<file path="src/rtl/fetch_unit_if.sv">
// Bundles the instruction-memory port, the decode handshake, the redirect
// path and the fault flag of the fetch stage.
interface fetch_unit_if;
  logic        imem_en;
  logic [31:0] imem_addr;
  logic [31:0] imem_rdata;
  logic        redirect_i;
  logic [31:0] target_i;
  logic [31:0] instr_o;
  logic [31:0] pc_o;
  logic        valid_o;
  logic        ready_i;
  logic        fault_o;

  // Fetch-unit side
  modport master (
    output imem_en, imem_addr, instr_o, pc_o, valid_o, fault_o,
    input  imem_rdata, redirect_i, target_i, ready_i
  );

  // Environment side: memory, execute redirect path and decode
  modport slave (
    input  imem_en, imem_addr, instr_o, pc_o, valid_o, fault_o,
    output imem_rdata, redirect_i, target_i, ready_i
  );
endinterface

</file>
<file path="src/rtl/fetch_unit.sv">
// Instruction-fetch stage: holds the fetch PC, drives a 1-cycle-latency
// instruction memory and hands instruction+PC to decode through a 2-deep
// buffer (output register plus skid register). Redirects flush the buffer
// and any in-flight read; a misaligned redirect target halts with a sticky fault.
module fetch_unit #(
  parameter logic [31:0] RESET_PC  = 32'hBFC00000,
  parameter logic [31:0] NOP_INSTR = 32'h00000013
) (
  input  logic         clk,
  input  logic         rst,
  fetch_unit_if.master bus
);

  typedef enum logic [1:0] {
    ST_BOOT = 2'd0,
    ST_RUN  = 2'd1,
    ST_HALT = 2'd2
  } state_e;

  state_e      state_q, state_d;
  logic [31:0] pc_fetch_q, pc_fetch_d;
  logic        inflight_q, inflight_d;
  logic [31:0] inflight_pc_q, inflight_pc_d;
  logic        out_valid_q, out_valid_d;
  logic [31:0] out_instr_q, out_instr_d;
  logic [31:0] out_pc_q, out_pc_d;
  logic        skid_valid_q, skid_valid_d;
  logic [31:0] skid_instr_q, skid_instr_d;
  logic [31:0] skid_pc_q, skid_pc_d;
  logic        fault_q, fault_d;

  logic        issue_s;
  logic        consume_s;
  logic [1:0]  occupancy_s;

  // Memory request is combinational so a redirect suppresses it in the same cycle
  assign bus.imem_en   = issue_s;
  assign bus.imem_addr = pc_fetch_q;
  assign bus.instr_o   = out_instr_q;
  assign bus.pc_o      = out_pc_q;
  assign bus.valid_o   = out_valid_q;
  assign bus.fault_o   = fault_q;

  // A transfer to decode happens on valid && ready
  assign consume_s = out_valid_q && bus.ready_i;

  // Slots that will still be occupied after this edge; an output being
  // consumed frees its slot, so only a stalled output counts
  assign occupancy_s = {1'b0, (out_valid_q && !bus.ready_i)}
                     + {1'b0, skid_valid_q}
                     + {1'b0, inflight_q};

  // Next-state, fetch issue and buffer management
  always_comb begin
    state_d       = state_q;
    pc_fetch_d    = pc_fetch_q;
    inflight_d    = inflight_q;
    inflight_pc_d = inflight_pc_q;
    out_valid_d   = out_valid_q;
    out_instr_d   = out_instr_q;
    out_pc_d      = out_pc_q;
    skid_valid_d  = skid_valid_q;
    skid_instr_d  = skid_instr_q;
    skid_pc_d     = skid_pc_q;
    fault_d       = fault_q;
    issue_s       = 1'b0;

    case (state_q)
      ST_BOOT: begin
        state_d    = ST_RUN;
        inflight_d = 1'b0;
      end

      ST_RUN: begin
        if (bus.redirect_i) begin
          // Redirect wins over issue, capture and handshake; the in-flight
          // response belongs to the old path and is dropped
          out_valid_d  = 1'b0;
          out_instr_d  = NOP_INSTR;
          skid_valid_d = 1'b0;
          inflight_d   = 1'b0;
          pc_fetch_d   = bus.target_i;
          if (bus.target_i[1:0] != 2'b00) begin
            state_d = ST_HALT;
            fault_d = 1'b1;
          end else begin
            state_d = ST_RUN;
          end
        end else begin
          // Issue only if the response is guaranteed a free slot
          if (occupancy_s < 2'd2) begin
            issue_s       = 1'b1;
            pc_fetch_d    = pc_fetch_q + 32'd4;
            inflight_d    = 1'b1;
            inflight_pc_d = pc_fetch_q;
          end else begin
            inflight_d = 1'b0;
          end

          // Older skid entry always advances before a new response lands
          if (consume_s) begin
            if (skid_valid_q) begin
              out_valid_d = 1'b1;
              out_instr_d = skid_instr_q;
              out_pc_d    = skid_pc_q;
              if (inflight_q) begin
                skid_valid_d = 1'b1;
                skid_instr_d = bus.imem_rdata;
                skid_pc_d    = inflight_pc_q;
              end else begin
                skid_valid_d = 1'b0;
              end
            end else if (inflight_q) begin
              out_valid_d = 1'b1;
              out_instr_d = bus.imem_rdata;
              out_pc_d    = inflight_pc_q;
            end else begin
              out_valid_d = 1'b0;
              out_instr_d = NOP_INSTR;
            end
          end else if (inflight_q) begin
            if (out_valid_q) begin
              skid_valid_d = 1'b1;
              skid_instr_d = bus.imem_rdata;
              skid_pc_d    = inflight_pc_q;
            end else begin
              out_valid_d = 1'b1;
              out_instr_d = bus.imem_rdata;
              out_pc_d    = inflight_pc_q;
            end
          end else begin
            out_valid_d = out_valid_q;
          end
        end
      end

      ST_HALT: begin
        state_d      = ST_HALT;
        out_valid_d  = 1'b0;
        out_instr_d  = NOP_INSTR;
        skid_valid_d = 1'b0;
        inflight_d   = 1'b0;
        fault_d      = 1'b1;
      end

      default: begin
        // Unreachable encoding: fail safe into the halted, flushed state
        state_d      = ST_HALT;
        out_valid_d  = 1'b0;
        out_instr_d  = NOP_INSTR;
        skid_valid_d = 1'b0;
        inflight_d   = 1'b0;
        fault_d      = 1'b1;
      end
    endcase
  end

  // State register with asynchronous reset
  always_ff @(posedge clk or posedge rst) begin
    if (rst) begin
      state_q       <= ST_BOOT;
      pc_fetch_q    <= RESET_PC;
      inflight_q    <= 1'b0;
      inflight_pc_q <= 32'h0000_0000;
      out_valid_q   <= 1'b0;
      out_instr_q   <= NOP_INSTR;
      out_pc_q      <= 32'h0000_0000;
      skid_valid_q  <= 1'b0;
      skid_instr_q  <= NOP_INSTR;
      skid_pc_q     <= 32'h0000_0000;
      fault_q       <= 1'b0;
    end else begin
      state_q       <= state_d;
      pc_fetch_q    <= pc_fetch_d;
      inflight_q    <= inflight_d;
      inflight_pc_q <= inflight_pc_d;
      out_valid_q   <= out_valid_d;
      out_instr_q   <= out_instr_d;
      out_pc_q      <= out_pc_d;
      skid_valid_q  <= skid_valid_d;
      skid_instr_q  <= skid_instr_d;
      skid_pc_q     <= skid_pc_d;
      fault_q       <= fault_d;
    end
  end

endmodule

</file>
<file path="src/flat_wrapper.sv">
// flat-port wrapper written by rule: the top's interface ports become plain ports
module fetch_unit_flat 
#(
  parameter logic [31:0] RESET_PC  = 32'hBFC00000,
  parameter logic [31:0] NOP_INSTR = 32'h00000013
)
  (clk, rst, bus_imem_en, bus_imem_addr, bus_instr_o, bus_pc_o, bus_valid_o, bus_fault_o, bus_imem_rdata, bus_redirect_i, bus_target_i, bus_ready_i);
  fetch_unit_if bus_i ();
  input  logic clk;
  input  logic rst;
  output wire logic [$bits(bus_i.imem_en)-1:0] bus_imem_en;
  output wire logic [$bits(bus_i.imem_addr)-1:0] bus_imem_addr;
  output wire logic [$bits(bus_i.instr_o)-1:0] bus_instr_o;
  output wire logic [$bits(bus_i.pc_o)-1:0] bus_pc_o;
  output wire logic [$bits(bus_i.valid_o)-1:0] bus_valid_o;
  output wire logic [$bits(bus_i.fault_o)-1:0] bus_fault_o;
  input wire logic [$bits(bus_i.imem_rdata)-1:0] bus_imem_rdata;
  input wire logic [$bits(bus_i.redirect_i)-1:0] bus_redirect_i;
  input wire logic [$bits(bus_i.target_i)-1:0] bus_target_i;
  input wire logic [$bits(bus_i.ready_i)-1:0] bus_ready_i;
  assign bus_imem_en = bus_i.imem_en;
  assign bus_imem_addr = bus_i.imem_addr;
  assign bus_instr_o = bus_i.instr_o;
  assign bus_pc_o = bus_i.pc_o;
  assign bus_valid_o = bus_i.valid_o;
  assign bus_fault_o = bus_i.fault_o;
  assign bus_i.imem_rdata = bus_imem_rdata;
  assign bus_i.redirect_i = bus_redirect_i;
  assign bus_i.target_i = bus_target_i;
  assign bus_i.ready_i = bus_ready_i;
  fetch_unit #(.RESET_PC(RESET_PC), .NOP_INSTR(NOP_INSTR)) u_core (.clk(clk), .rst(rst), .bus(bus_i));
endmodule
</file>
<file path="config.mk">
export PLATFORM = sky130hd
export DESIGN_NAME = fetch_unit_flat
export DESIGN_NICKNAME = d
export VERILOG_FILES = /design/src/rtl/fetch_unit_if.sv /design/src/rtl/fetch_unit.sv /design/src/flat_wrapper.sv
export SDC_FILE = /design/constraint.sdc
export NUM_CORES = 1
export LEC_CHECK = 0
export BUFFER_PORTS_ARGS = -buffer_cell sky130_fd_sc_hd__buf_2
export CAP_MARGIN = 20
export CORE_AREA = 5 5 132 166
export CTS_CLUSTER_DIAMETER = 60
export DETAILED_ROUTE_END_ITERATION = 16
export DIE_AREA = 0 0 137 171
export GPL_TIMING_DRIVEN = 0
export PLACE_DENSITY = 0.66
export RECOVER_POWER = 100
export SYNTH_ARGS = -nofsm -noshare
export SYNTH_HDL_FRONTEND = slang
export SYNTH_SLANG_ARGS = --single-unit
</file>
<file path="constraint.sdc">
create_clock -name clk -period 10.25 [get_ports clk]
set_input_delay 3.075 -clock clk [delete_from_list [all_inputs] [get_ports clk]]
set_output_delay 3.075 -clock clk [all_outputs]
set_load 0.02 [all_outputs]
</file>
; Yosys cells after proc, flatten, opt, wreduce, memory -nomap -nowiden
; Index checks and enable logic that the tools add are counted.
; Widths: inputs -> output; s select.
[totals]
ram_bits = 0
regBits = 198
mem_bits_ro = 0
n_memories = 0
out_inout_bits = 99
input_bits = 68
elab_cells = 87
latch_bits = 0
[op_classes]
n_mux = 44
n_mul = 0
addsub = 3
n_div = 0
order_cmp = 1
shifts = 0
reduce_logical = 17
n_eq_ne = 9
bitwise_logic = 2
[ops]
columns = cell, count
row1 = $mux 32, 22
row2 = $pmux 32 s2, 1
row3 = $add 32x3->32 const B, 1
row4 = $mux 1, 15
row5 = $reduce_and 3->1, 4
row6 = $reduce_bool 2->1, 5
row7 = $ne 4x2->1 const B, 2
row8 = $ne 2x1->1 const B, 3
row9 = $pmux 1 s2, 3
row10 = $reduce_and 6->1, 1
row11 = $reduce_and 5->1, 1
row12 = $mux 2, 2
row13 = $ne 2x2->1 const B, 2
row14 = $ne 4x4->1 const B, 1
row15 = $pmux 2 s2, 1
row16 = $reduce_and 2->1, 2
row17 = $add 1x1->2, 1
row18 = $add 2x1->2, 1
row19 = $eq 2x1->1 const B, 1
row20 = $logic_and 1x1->1, 2
row21 = $logic_not 2->1, 1
row22 = $lt 2x2->1 const B, 1
row23 = $not 1->1, 2
row24 = $logic_not 1->1, 1

; Longest topological paths before layout
[depth]
depth_word = 8
depth_mapped = 9
depth_no_buf = 8

; Worst setup path before layout
; No wires, ideal clock.
[synth_path]
path_type = in2out
from = in bus_ready_i
to = out bus_imem_en
path_stages = 6
arrival_time_ns = 4.669
n_path_buf = 1
setup_slack_ns = 2.506
t_required_ns = 7.175
cell_sequence = nor2b_1 ha_1 a21oi_1 nand2_1 clkinv_1 clkbuf_1
[synth_between]
elab_chain_len = 8
[synth_lines]
columns = item, line
row1 = "start, declared", flat_wrapper.sv:20  ; input wire logic [$bits(bus_i.ready_i)-1:0] bus_ready_i;
row2 = $logic_not 1->1, fetch_unit.sv:49  ; assign occupancy_s = {1'b0, (out_valid_q && !bus.ready_i)}
row3 = $logic_and 1x1->1, fetch_unit.sv:49
row4 = $add 1x1->2, fetch_unit.sv:50  ; + {1'b0, skid_valid_q}
row5 = $add 2x1->2, fetch_unit.sv:51  ; + {1'b0, inflight_q};
row6 = $lt 2x2->1, fetch_unit.sv:91  ; if (occupancy_s < 2'd2) begin
row7 = $mux 1, fetch_unit.sv:91
row8 = $mux 1, fetch_unit.sv:75  ; if (bus.redirect_i) begin
row9 = $mux 1, fetch_unit.sv:68  ; case (state_q)
row10 = "end, declared", flat_wrapper.sv:11  ; output wire logic [$bits(bus_i.imem_en)-1:0] bus_imem_en;
; Every way passes these cells.

; Worst setup path after layout
; Ends and elaborated chain as after synthesis.

==> impl_results.md <==
* Status: finished with violations
* Failing checks: capacitance limit, slew limit
* GRT Util Overall at between 10% and 20%
* Dpl cell area at a little over 10000 um2
* Sink Count at 198
* Num CTS Buffers at 17
* Worst Path Required at 7.18 ns
* Area occupied by multi-input gates at 3626 um2
* H-tree depth at 4
* Tmin final at 8.716 ns
* Leakage at ~5.2 nW
* Synth Register Bits at between 150 and 200
* Final hold violation count at 0
* Sequential Power Share at a little under half
* Proportion of layout cells with a drive suffix above 1 at between 10% and 20%
* Max Freq at roughly 0.11 GHz
* Setup WS pre-CTS at roughly 1.5 ns
* Clk pwr share at about a third
* Die Ht at 171 um
* DR vias at a little under 7000
* I/O pin count at 167
* Setup violations, final at 0
* Final Max Tran Viols at between 200 and 250
* GRT Residual Overflow at 0
* FILL cells at between 1500 and 2000
* Antenna violations before repair at 0
* Post-Syn Area at slightly below 9000 um2
* P&R area growth vs syn at 18.36%
* CP Max Fanout at 11
* # rows at between 50 and 60
* Hold crit path type: reg -> reg
* WL/cell at 17.80 um
* Largest net degree at the start of global routing at between 100 and 150
* Area share of the largest cell type after synthesis at about half
* Post-Layout Cell Count at approximately 1300
* Port bufs at around 170
* ANT cells at 0
* Post-synth EDFFs at 0
* Comb power frac at between 20% and 30%
* FF/Latch Area at slightly below 5000 um2
* Number of global-route vias before repair at ~6800
* Fin Setup TNS at 0 ns
* Async SR Flop Fraction at 100.0%
* Sw frac at about a third
* Largest area contributor in the netlist: dfrtp_1
* Seq/Total Area, Yosys at between 50 and 60%
* Slew HR at -107.2%
* Post-CTS sizing at 0
* Nets at between 1000 and 1500
* Post-CTS setup buffers at 0
* Crit share post-route at 85.03%
* Worst hold slack at ~0.48 ns
* Mapped Nets at between 800 and 900
* DR pass1 iterations at 5
* Crit path capture type: output port
* Ranking of synthesized cells by area: dfrtp_1, mux2_2, mux2i_1
* MaxCap Viol Count at 3
* Initial drt markers at between 300 and 400
* Worst skew pair latency at between 0.4 and 0.5 ns
* CTS max path bufs at 2
* Internal Pwr Total at ~1.5 mW
* WL final at roughly 23000 um
* Setup Skew at about 0.010 ns
* Starting Density at between 40% and 50%
* Commonest cells post-synth: dfrtp_1, nand2_1, mux2_2, mux2i_1, nor2_1
* Die Width at 137 um
* DRC at 0
* Detailed placer's ending HPWL at ~17000 um
* Placed insts at 1261
* Die area at about 23000 um2
* Routability cong. at between 0.9 and 1
* Most frequent cell after synthesis: dfrtp_1
* Pwr Total at around 2.3 mW
* Cts hold-fix bufs at 0
* Syn Area/Cell at 10.84 um2
* RSZ-0062 raised after global routing: false
* CP startpoint kind: primary input
* Placeable Area at 20300 um2
* CTS tree: done
* Vias per inst at around 5.3
* Routed Antenna Nets at 0
* Ys Warns at 0
* Data arrival, critical path at around 5.6 ns
* Setup WS post-layout at around 1.5 ns
* Core Util, Final at 51.88%
* Max VDD drop at between 0.1 and 0.15 mV
* P_sw at roughly 0.79 mW
* Clk pin slew, worst setup/hold paths at about 0.080 ns
* Worst Max-Slew Pin Slew at about 3.1 ns
* Top FF cell, synth: dfrtp_1
* Distinct cell type count of the synthesized netlist at slightly above 50
* PwrDens at between 200 and 250 nW/um2
* Root Buffer: clkbuf_16
* Crit path kind: in -> out
* Cells after Synth at 821
* Final instance area at 10530 um2
* First-pass GRT wire length at roughly 36000 um
cell families (layout without fill, tap and decap cells):
group | count (synthesis) | in the layout | share of synthesized area [%]
compound gates | 154 | 154 | 10.91
fa+ha+maj | 2 | 2 | 0.2812
flops | 198 | 198 | 55.89
xor+xnor | 4 | 4 | 0.3937
mux | 132 | 132 | 15.79
buf+inv | 63 | 261 | 3.136
simple gates | 268 | 268 | 13.60
final cells by class:
| type | instances | area share (%) |
|---|---|---|
| clock buffer | 17 | 4.039 |
| clock inverter | 15 | 1.948 |
| sequential | 198 | 47.22 |
| timing repair buffer | 166 | 6.736 |
| inverter | 9 | 0.3326 |
| buffer | 54 | 2.043 |
| multi-input combinational | 560 | 34.43 |
| tap | 274 | 3.255 |
cell usage in the layout, fill, tap and decap left out, types with 5 or more instances in the layout:
cell | netlist | final
nand3_1 | 16 | 16
a21oi_1 | 53 | 53
clkbuf_16 | 0 | 17
a21o_1 | 5 | 5
inv_8 | 0 | 5
mux2_2 | 67 | 67
o31ai_1 | 31 | 31
nand4_1 | 14 | 14
nor4_1 | 7 | 8
a22oi_1 | 9 | 9
o22ai_1 | 6 | 6
o21ai_0 | 27 | 27
and3_1 | 5 | 5
dfrtp_1 | 183 | 183
mux2i_1 | 65 | 65
buf_2 | 19 | 78
nor3_1 | 9 | 9
inv_1 | 8 | 7
nand2_1 | 142 | 142
dfstp_2 | 15 | 12
clkbuf_1 | 28 | 139
nor2_1 | 56 | 56
state kept, by name, indices dropped and copies added, names as in the netlist:
register and cells:
u_core.bus.instr_o 32, u_core.state_q 2, u_core.skid_instr_q 32, u_core.bus.fault_o 1, u_core.bus.imem_addr 32, u_core.skid_valid_q 1, u_core.bus.pc_o 32, u_core.bus.valid_o 1
u_core.inflight_q 1, u_core.skid_pc_q 32, u_core.inflight_pc_q 32
routing by layer:
metal	GRT usage, %	part of all wire [%]	vias to the layer above
met2	32.70	49	198
li1	-	-	3293
met3	3.794	5.3	24
met1	26.61	45	3352
met5	0	0	-
met4	5.816	1.4	0
power groups by stage:
stage	sequential [mW]	combinational, mW	clock [mW]
floorplan	1.14	0.230	0
global placement	1.09	0.474	0
detailed placement	1.10	0.483	0
CTS	1.08	0.487	0.733
global route	1.11	0.515	0.763
finish	1.09	0.458	0.719
path summary, 6_finish.rpt:
| kind | end | cells past startpoint | slack [ns] | start |
|---|---|---|---|---|
| worst max-delay path | bus_imem_en | 8 | 1.53 | bus_ready_i |
| worst min-delay path | u_core.bus.instr_o[11]$_DFFE_PP0P_ | 2 | 0.48 | u_core.bus.instr_o[11]$_DFFE_PP0P_ |
| worst max register to register | u_core.bus.imem_addr[30]$_DFFE_PP0P_ | 8 | 7.11 | u_core.bus.valid_o$_DFFE_PP0P_ |
| min in group asynchronous | u_core.bus.pc_o[1]$_DFFE_PP0P_ | 2 | 3.51 | rst |
| max in group asynchronous | u_core.bus.pc_o[16]$_DFFE_PP0P_ | 3 | 2.66 | rst |
| worst min register to register | u_core.bus.instr_o[11]$_DFFE_PP0P_ | 2 | 0.48 | u_core.bus.instr_o[11]$_DFFE_PP0P_ |
worst max-delay path, cell delays in order:
cell	delay [ns]
clkbuf_1	0.12
nor2b_1	0.25
ha_1	0.29
a21oi_1	0.61
nand2_1	0.30
clkinv_1	0.24
clkbuf_1	0.42
clkbuf_1	0.31
Power figures use the tool's default switching activity.
